File: config.mk
export PLATFORM = sky130hd
export DESIGN_NAME = hazard_sequencer
export DESIGN_NICKNAME = d
export VERILOG_FILES = /design/src/rtl/hazard_sequencer.sv
export SDC_FILE = /design/constraint.sdc
export NUM_CORES = 1
export LEC_CHECK = 0
export ABC_AREA = 1
export CAP_MARGIN = 40
export CORE_MARGIN = 10
export CORE_UTILIZATION = 45
export CTS_BUF_LIST = sky130_fd_sc_hd__clkbuf_16
export CTS_CLUSTER_SIZE = 25
export DETAILED_ROUTE_END_ITERATION = 6
export HOLD_SLACK_MARGIN = 0.05
export PLACE_DENSITY = 0.84
export SLEW_MARGIN = 10
export SYNTH_ARGS = -nofsm -noshare
export SYNTH_HDL_FRONTEND = slang
export SYNTH_SLANG_ARGS = --single-unit
File: constraint.sdc
create_clock -name clk -period 3.2 [get_ports clk]
set_input_delay 0.64 -clock clk [delete_from_list [all_inputs] [get_ports clk]]
set_output_delay 0.64 -clock clk [all_outputs]
set_load 0.05 [all_outputs]
File: src/rtl/hazard_sequencer.sv
// Hazard/stall controller for the 5-stage pipeline: operand forwarding, load-use
// stalls, branch flushes, multi-cycle execute sequencing and a stall-cycle counter.
module hazard_sequencer #(
  parameter int MUL_LAT = 4,
  parameter int CNT_W   = 16
) (
  input  logic             clk,
  input  logic             rst,
  input  logic [4:0]       RS1_D,
  input  logic [4:0]       RS2_D,
  input  logic [4:0]       RS1_E,
  input  logic [4:0]       RS2_E,
  input  logic [4:0]       RD_E,
  input  logic [4:0]       RD_M,
  input  logic [4:0]       RD_W,
  input  logic             RegWriteM,
  input  logic             RegWriteW,
  input  logic             ResultSrcE,
  input  logic             PCSrcE,
  input  logic             MulStartE,
  output logic [1:0]       ForwardAE,
  output logic [1:0]       ForwardBE,
  output logic             StallF,
  output logic             StallD,
  output logic             StallE,
  output logic             FlushD,
  output logic             FlushE,
  output logic             FlushM,
  output logic             MulBusy,
  output logic             MulValid,
  output logic [CNT_W-1:0] StallCount,
  output logic [1:0]       state_dbg
);

  if (MUL_LAT < 2 || MUL_LAT > 15) begin : g_bad_mul_lat
    $error("hazard_sequencer: MUL_LAT must be within 2..15");
  end

  typedef enum logic [1:0] {
    RUN  = 2'd0,
    BUSY = 2'd1,
    DONE = 2'd2
  } state_t;

  // cnt_q holds the number of BUSY cycles still to run, including the current one.
  localparam logic [3:0] CNT_LOAD = 4'(MUL_LAT - 2);

  state_t     state_q, state_d;
  logic [3:0] cnt_q, cnt_d;
  logic       busy_d, valid_d;
  logic       lwstall;

  assign state_dbg = state_q;
  assign lwstall   = ResultSrcE && (RD_E != 5'd0) && ((RD_E == RS1_D) || (RD_E == RS2_D));

  always_comb begin
    ForwardAE = 2'b00;
    ForwardBE = 2'b00;
    StallF    = 1'b0;
    StallD    = 1'b0;
    StallE    = 1'b0;
    FlushD    = 1'b0;
    FlushE    = 1'b0;
    FlushM    = 1'b0;
    state_d   = state_q;
    cnt_d     = cnt_q;
    busy_d    = MulBusy;
    valid_d   = 1'b0;
    if (!rst) begin
      if (RegWriteM && RD_M != 5'd0 && RD_M == RS1_E)      ForwardAE = 2'b10;
      else if (RegWriteW && RD_W != 5'd0 && RD_W == RS1_E) ForwardAE = 2'b01;
      if (RegWriteM && RD_M != 5'd0 && RD_M == RS2_E)      ForwardBE = 2'b10;
      else if (RegWriteW && RD_W != 5'd0 && RD_W == RS2_E) ForwardBE = 2'b01;

      case (state_q)
        RUN: begin
          if (PCSrcE) begin
            FlushD = 1'b1;
            FlushE = 1'b1;
          end else if (MulStartE) begin
            StallF = 1'b1;
            StallD = 1'b1;
            StallE = 1'b1;
            FlushM = 1'b1;
            cnt_d  = CNT_LOAD;
            // With the minimum latency there are no BUSY cycles at all.
            if (MUL_LAT == 2) begin
              state_d = DONE;
              valid_d = 1'b1;
            end else begin
              state_d = BUSY;
              busy_d  = 1'b1;
            end
          end else if (lwstall) begin
            StallF = 1'b1;
            StallD = 1'b1;
            FlushE = 1'b1;
          end
        end
        BUSY: begin
          StallF = 1'b1;
          StallD = 1'b1;
          StallE = 1'b1;
          FlushM = 1'b1;
          if (cnt_q <= 4'd1) begin
            state_d = DONE;
            busy_d  = 1'b0;
            valid_d = 1'b1;
          end else begin
            cnt_d = cnt_q - 4'd1;
          end
        end
        DONE: begin
          state_d = RUN;
        end
        default: begin
          state_d = RUN;
          busy_d  = 1'b0;
        end
      endcase
    end
  end

  always_ff @(posedge clk or posedge rst) begin
    if (rst) begin
      state_q  <= RUN;
      cnt_q    <= 4'd0;
      MulBusy  <= 1'b0;
      MulValid <= 1'b0;
    end else begin
      state_q  <= state_d;
      cnt_q    <= cnt_d;
      MulBusy  <= busy_d;
      MulValid <= valid_d;
    end
  end

  always_ff @(posedge clk or posedge rst) begin
    if (rst) begin
      StallCount <= '0;
    end else if (StallF && StallCount != '1) begin
      StallCount <= StallCount + CNT_W'(1);
    end
  end

endmodule

After elaboration in Yosys (flattened, before gate mapping):

Cells that the tools add are included.
W data, S select, Z words.

* bits of input ports: 42
* output and inout bits: 30
* register bits after elaboration: 24
* logic and storage cells: 78

* equality and inequality tests: 13
* bitwise operators: 2
* mux-type cells: 37
* order comparisons: 1
* reduce and logical (&&, ||, !) cells: 18
* add/subtract/negate cells: 2

Operator list (number)
* $eq A5 B5 Y1: 6
* $mux W1: 22
* $add A16 B1 Y16 const B: 1
* $ne A16 B16 Y1 const B: 1
* $reduce_bool A5 Y1: 3
* $mux W2: 7
* $mux W4: 3
* $reduce_and A5 Y1: 2
* $logic_and A1 B1 Y1: 9
* $ne A2 B2 Y1 const B: 4
* $pmux W4 S2: 1
* $le A4 B1 Y1 const B: 1
* $pmux W1 S2: 2
* $pmux W2 S2: 1
* $reduce_and A4 Y1: 1
* $sub A4 B1 Y4 const B: 1
* $pmux W1 S3: 1
* $eq A2 B1 Y1 const B: 1
* $eq A2 B2 Y1 const B: 1
* $logic_not A2 Y1: 1
* $not A1 Y1: 2
* $reduce_bool A2 Y1: 1
* $logic_or A1 B1 Y1: 1

Logic depth before layout (Yosys ltp):

* word-level depth: 9
* depth in mapped cells: 12
* depth with buffers taken out: 11

Least setup slack after synthesis:

Ideal clock, no wire load.

* kind: in2out
* start point: input rst
* end point: output ForwardBE[1]
* cell stages on the path: 2
* required time: 2.560 ns
* path buffers: 1
* data arrival time: 2.352 ns
* path slack: 0.208 ns
* cells stage by stage: buf_2 -> nor4_1

* cells in the longest elaborated chain, start to end: 1

RTL lines
* start: declaration: line 8 `input logic rst,`
* $mux W2: line 69 `if (!rst) begin`
* end: declaration: line 22 `output logic [1:0] ForwardBE,`

Every way passes these cells.

Final worst setup path:

* start point: input RD_M[2]
* end point: output ForwardBE[1]

* cells in the longest elaborated chain, start to end: 5
* elaborated cells between the ends (all ways): 6
* classes of those cells: eq/ne: 1; mux: 2; reduce/logical: 3

RTL lines
* start: declaration: line 14 `input logic [4:0] RD_M,`
* $reduce_bool A5 Y1: line 72 `if (RegWriteM && RD_M != 5'd0 && RD_M == RS2_E) ForwardBE = 2'b10;`
* $logic_and A1 B1 Y1: line 72
* $logic_and A1 B1 Y1 *: line 72
* $mux W2 *: line 72
* $mux W2 *: line 69

Mark *: on every way between the ends. The rest lies on a longest branch, timed or not.

==> flow_metrics.env <==
export IMPL_layout_commonest_cell="nand2_1"
export IMPL_grt_max_degree=26
export IMPL_drt_iter0_markers=111
export IMPL_max_slew_margin_pct=61.6
export IMPL_cts_clk_slew_worst_paths_ps=60
export IMPL_outcome="finished clean"
export IMPL_cts_tree="done"
export IMPL_final_cell_mix="85 x nand2_1, 61 x clkdlybuf4s50_1, 35 x inv_1"
export IMPL_ctsHoldBuffers=0
export IMPL_cp_arrival_ps=2160
export IMPL_antenna_cells=0
export IMPL_p_int_mw=0.859
export IMPL_hold_class="reg2reg"
export IMPL_synth_seq_area_share_pct=30.4
export IMPL_synth_seq_cells=24
export IMPL_syn_inst=293
export IMPL_grt_overflow=0
export IMPL_clk_insertion_delay_late_ps=250
export IMPL_final_cells=414
export IMPL_dp_hpwl_mm=4.49
export IMPL_total_leakage_power_nw=1.38
export IMPL_cts_htree_levels=1
export IMPL_fp_row_count=24
export IMPL_hp_start="StallCount[15]"
export IMPL_power_frac_seq_pct=28.4
export IMPL_net_switching_power_mw=0.729
export IMPL_ios=72
export IMPL_grt_pass1_wl_mm=9.43
export IMPL_start_kind="input pin"
export IMPL_crit_required_ps=2560
export IMPL_core_area_um2=4290
export IMPL_critPathCaptureType="primary output"
export IMPL_clock_skew_ps=3.82
export IMPL_drive_above_1_share_pct=7.46
export IMPL_syn_cell_area_um2=1980
export IMPL_finalMaxSlewViolations=0
export IMPL_power_density_nw_per_um2=553
export IMPL_post_cts_setup_buffer_count=0
export IMPL_crit_chain="clkdlybuf4s50_1 -> nor2_1 -> nand2_1 -> o21ai_0 -> nor4_1 -> buf_12"
export IMPL_routed_via_density=4.96
export IMPL_antenna_left=0
export IMPL_post_drt_wl_per_cell_um=13.2
export IMPL_rrSetupSlack_ps=1410
export IMPL_reg2reg_depth=7
export IMPL_critical_path_class="in2out"
export IMPL_min_period_ps=2800
export IMPL_antenna_found_initial=0
export IMPL_synth_area_per_cell_um2=6.74
export IMPL_tns_ps=0
export IMPL_cts_made_buffers=3
export IMPL_finalSetupViolations=0
export IMPL_start_util_pct=46.0
export IMPL_yosysWarnings=0
export IMPL_syn_nets=338
export IMPL_tightest_slew_ps=571
export IMPL_peakVddDrop_v=0.000333
export IMPL_hold_viol=0
export IMPL_slowest_delay_ps=540
export IMPL_cts_resized=0
export IMPL_nets=408
export IMPL_place_inst=410
export IMPL_firstDrtPassIters=4
export IMPL_dieHeight_um=86.3
export IMPL_grt_usage_pct=15.1
export IMPL_grt_pass1_vias=2098
export IMPL_portBuffers=71
export IMPL_drc=0
export IMPL_dr_total_vias=2053
export IMPL_die_area_um2=7440
export IMPL_combPwrFrac_pct=54.8
export IMPL_max_cap_viol_count=0
export IMPL_rsz0062_at_grt="no"
export IMPL_area_growth_pct=45.4
export IMPL_die_x_um=86.3
export IMPL_synth_cell_type_count=27
export IMPL_place_congestion=0.905
export IMPL_fin_crit_sh_pct=87.4
export IMPL_power_switching_share_pct=45.9
export IMPL_whs_path_depth=2
export IMPL_wirelength_mm=5.47
export IMPL_hold_end="StallCount[15]"
export IMPL_fmax_mhz=357
export IMPL_cts_sinks=24
export IMPL_root_buffer="clkbuf_16"
export IMPL_r2r_start="StallCount[0]"
export IMPL_cp_slowest_cell="nor4_1"
export IMPL_r2r_end="StallCount[14]"
export IMPL_p_clk_share_pct=16.7
export IMPL_crit_fanout=3
export IMPL_clockBufferDepth=2
[worst max-delay path, delay by kind of cell]
kind                   cells  cell delay (ps)
buffers and inverters      2              740
and+or+nand+nor            3              680
AOI/OAI and AO/OA          1              100
[per-stage QoR]
stage / power [mW] / hold slack (ps) / setup slack [ps] / area [µm²] / util (%)
floorplan: 1.02 / 494 / 208 / 1980 / -
global placement: 1.31 / 487 / 462 / 2790 / 65.1
detailed placement: 1.33 / 484 / 410 / 2790 / 65.1
CTS: 1.60 / 498 / 409 / 2870 / 66.9
global route: 1.69 / 547 / 278 / 2870 / 66.9
finish: 1.59 / 492 / 403 / 2870 / 66.9
[registers in the layout (all words and copies together) (netlist names)]
| register | cells |
|---|---|
| MulBusy | 1 |
| MulValid | 1 |
| StallCount | 16 |
| cnt_q | 4 |
| state_dbg | 2 |
[layer usage]
| layer | vias to the layer above | share of wire, % | GRT usage [%] |
|---|---|---|---|
| li1 | 1059 | - | - |
| met1 | 902 | 43 | 17.4 |
| met2 | 74 | 45 | 24.9 |
| met3 | 18 | 7.4 | 4.03 |
| met4 | 0 | 4.5 | 7.81 |
| met5 | - | 0 | 0 |
[cells in the mapped netlist]
library cell | number | share of area, %
o22ai_1 | 1 | 0.32
nand4_4 | 1 | 1.1
ha_1 | 3 | 1.9
inv_1 | 35 | 6.6
nor2_1 | 30 | 5.7
clkinv_1 | 1 | 0.19
xor2_1 | 17 | 7.5
inv_2 | 5 | 0.95
o21ai_0 | 7 | 1.8
dfrtp_1 | 24 | 30
nand4_1 | 6 | 1.9
a21oi_1 | 5 | 1.3
nor2_2 | 2 | 0.63
buf_4 | 3 | 1.1
a31o_2 | 1 | 0.44
buf_8 | 1 | 0.76
o31ai_1 | 2 | 0.76
a22oi_1 | 1 | 0.38
nor3_1 | 5 | 1.3
buf_2 | 3 | 0.76
xnor2_1 | 16 | 7.1
nand3_2 | 1 | 0.51
nand2_1 | 85 | 16
nor4_1 | 2 | 0.63
nand2_4 | 2 | 1.1
or2_2 | 1 | 0.32
nand3_1 | 33 | 8.4
[area by class of cell]
cell class,count,area [µm²]
clock buffers,3,75.1
clock inverters,1,3.75
fillers,361,1420
inverters,41,154
multi-input cells,221,1170
flip-flops and latches,24,601
well taps,52,65.1
repair buffers,72,806
[how the worst max path moves through the flow]
stage	cells past startpoint	endpoint	slack, ps	from
after floorplan	2	ForwardBE[1]	210	rst
after global routing	8	ForwardBE[0]	280	RD_W[1]
final	6	ForwardBE[1]	400	RD_M[2]
after global placement	9	ForwardAE[0]	460	RD_M[0]
after detailed placement	9	ForwardAE[0]	410	RD_M[2]
after CTS	9	ForwardAE[0]	410	RD_M[2]
[kinds of logic after synthesis]
| group | synth area share (%) |
|---|---|
| and+or+nand+nor | 37.7 |
| buffers and inverters | 10.4 |
| xor gates and xnor gates | 14.6 |
| DFF | 30.4 |
| AOI/OAI and AO/OA | 4.94 |
| adders and majority gates | 1.90 |
[power groups by stage]
stage                     sequential (mW)  combinational, mW  clock (mW)
after floorplan                     0.582              0.435           0
after global placement              0.453              0.857           0
after detailed placement            0.455              0.872           0
after CTS                           0.450              0.877       0.274
after global routing                0.460              0.945       0.285
final                               0.452              0.871       0.266
No activity file was read; power rests on OpenSTA's default activity.
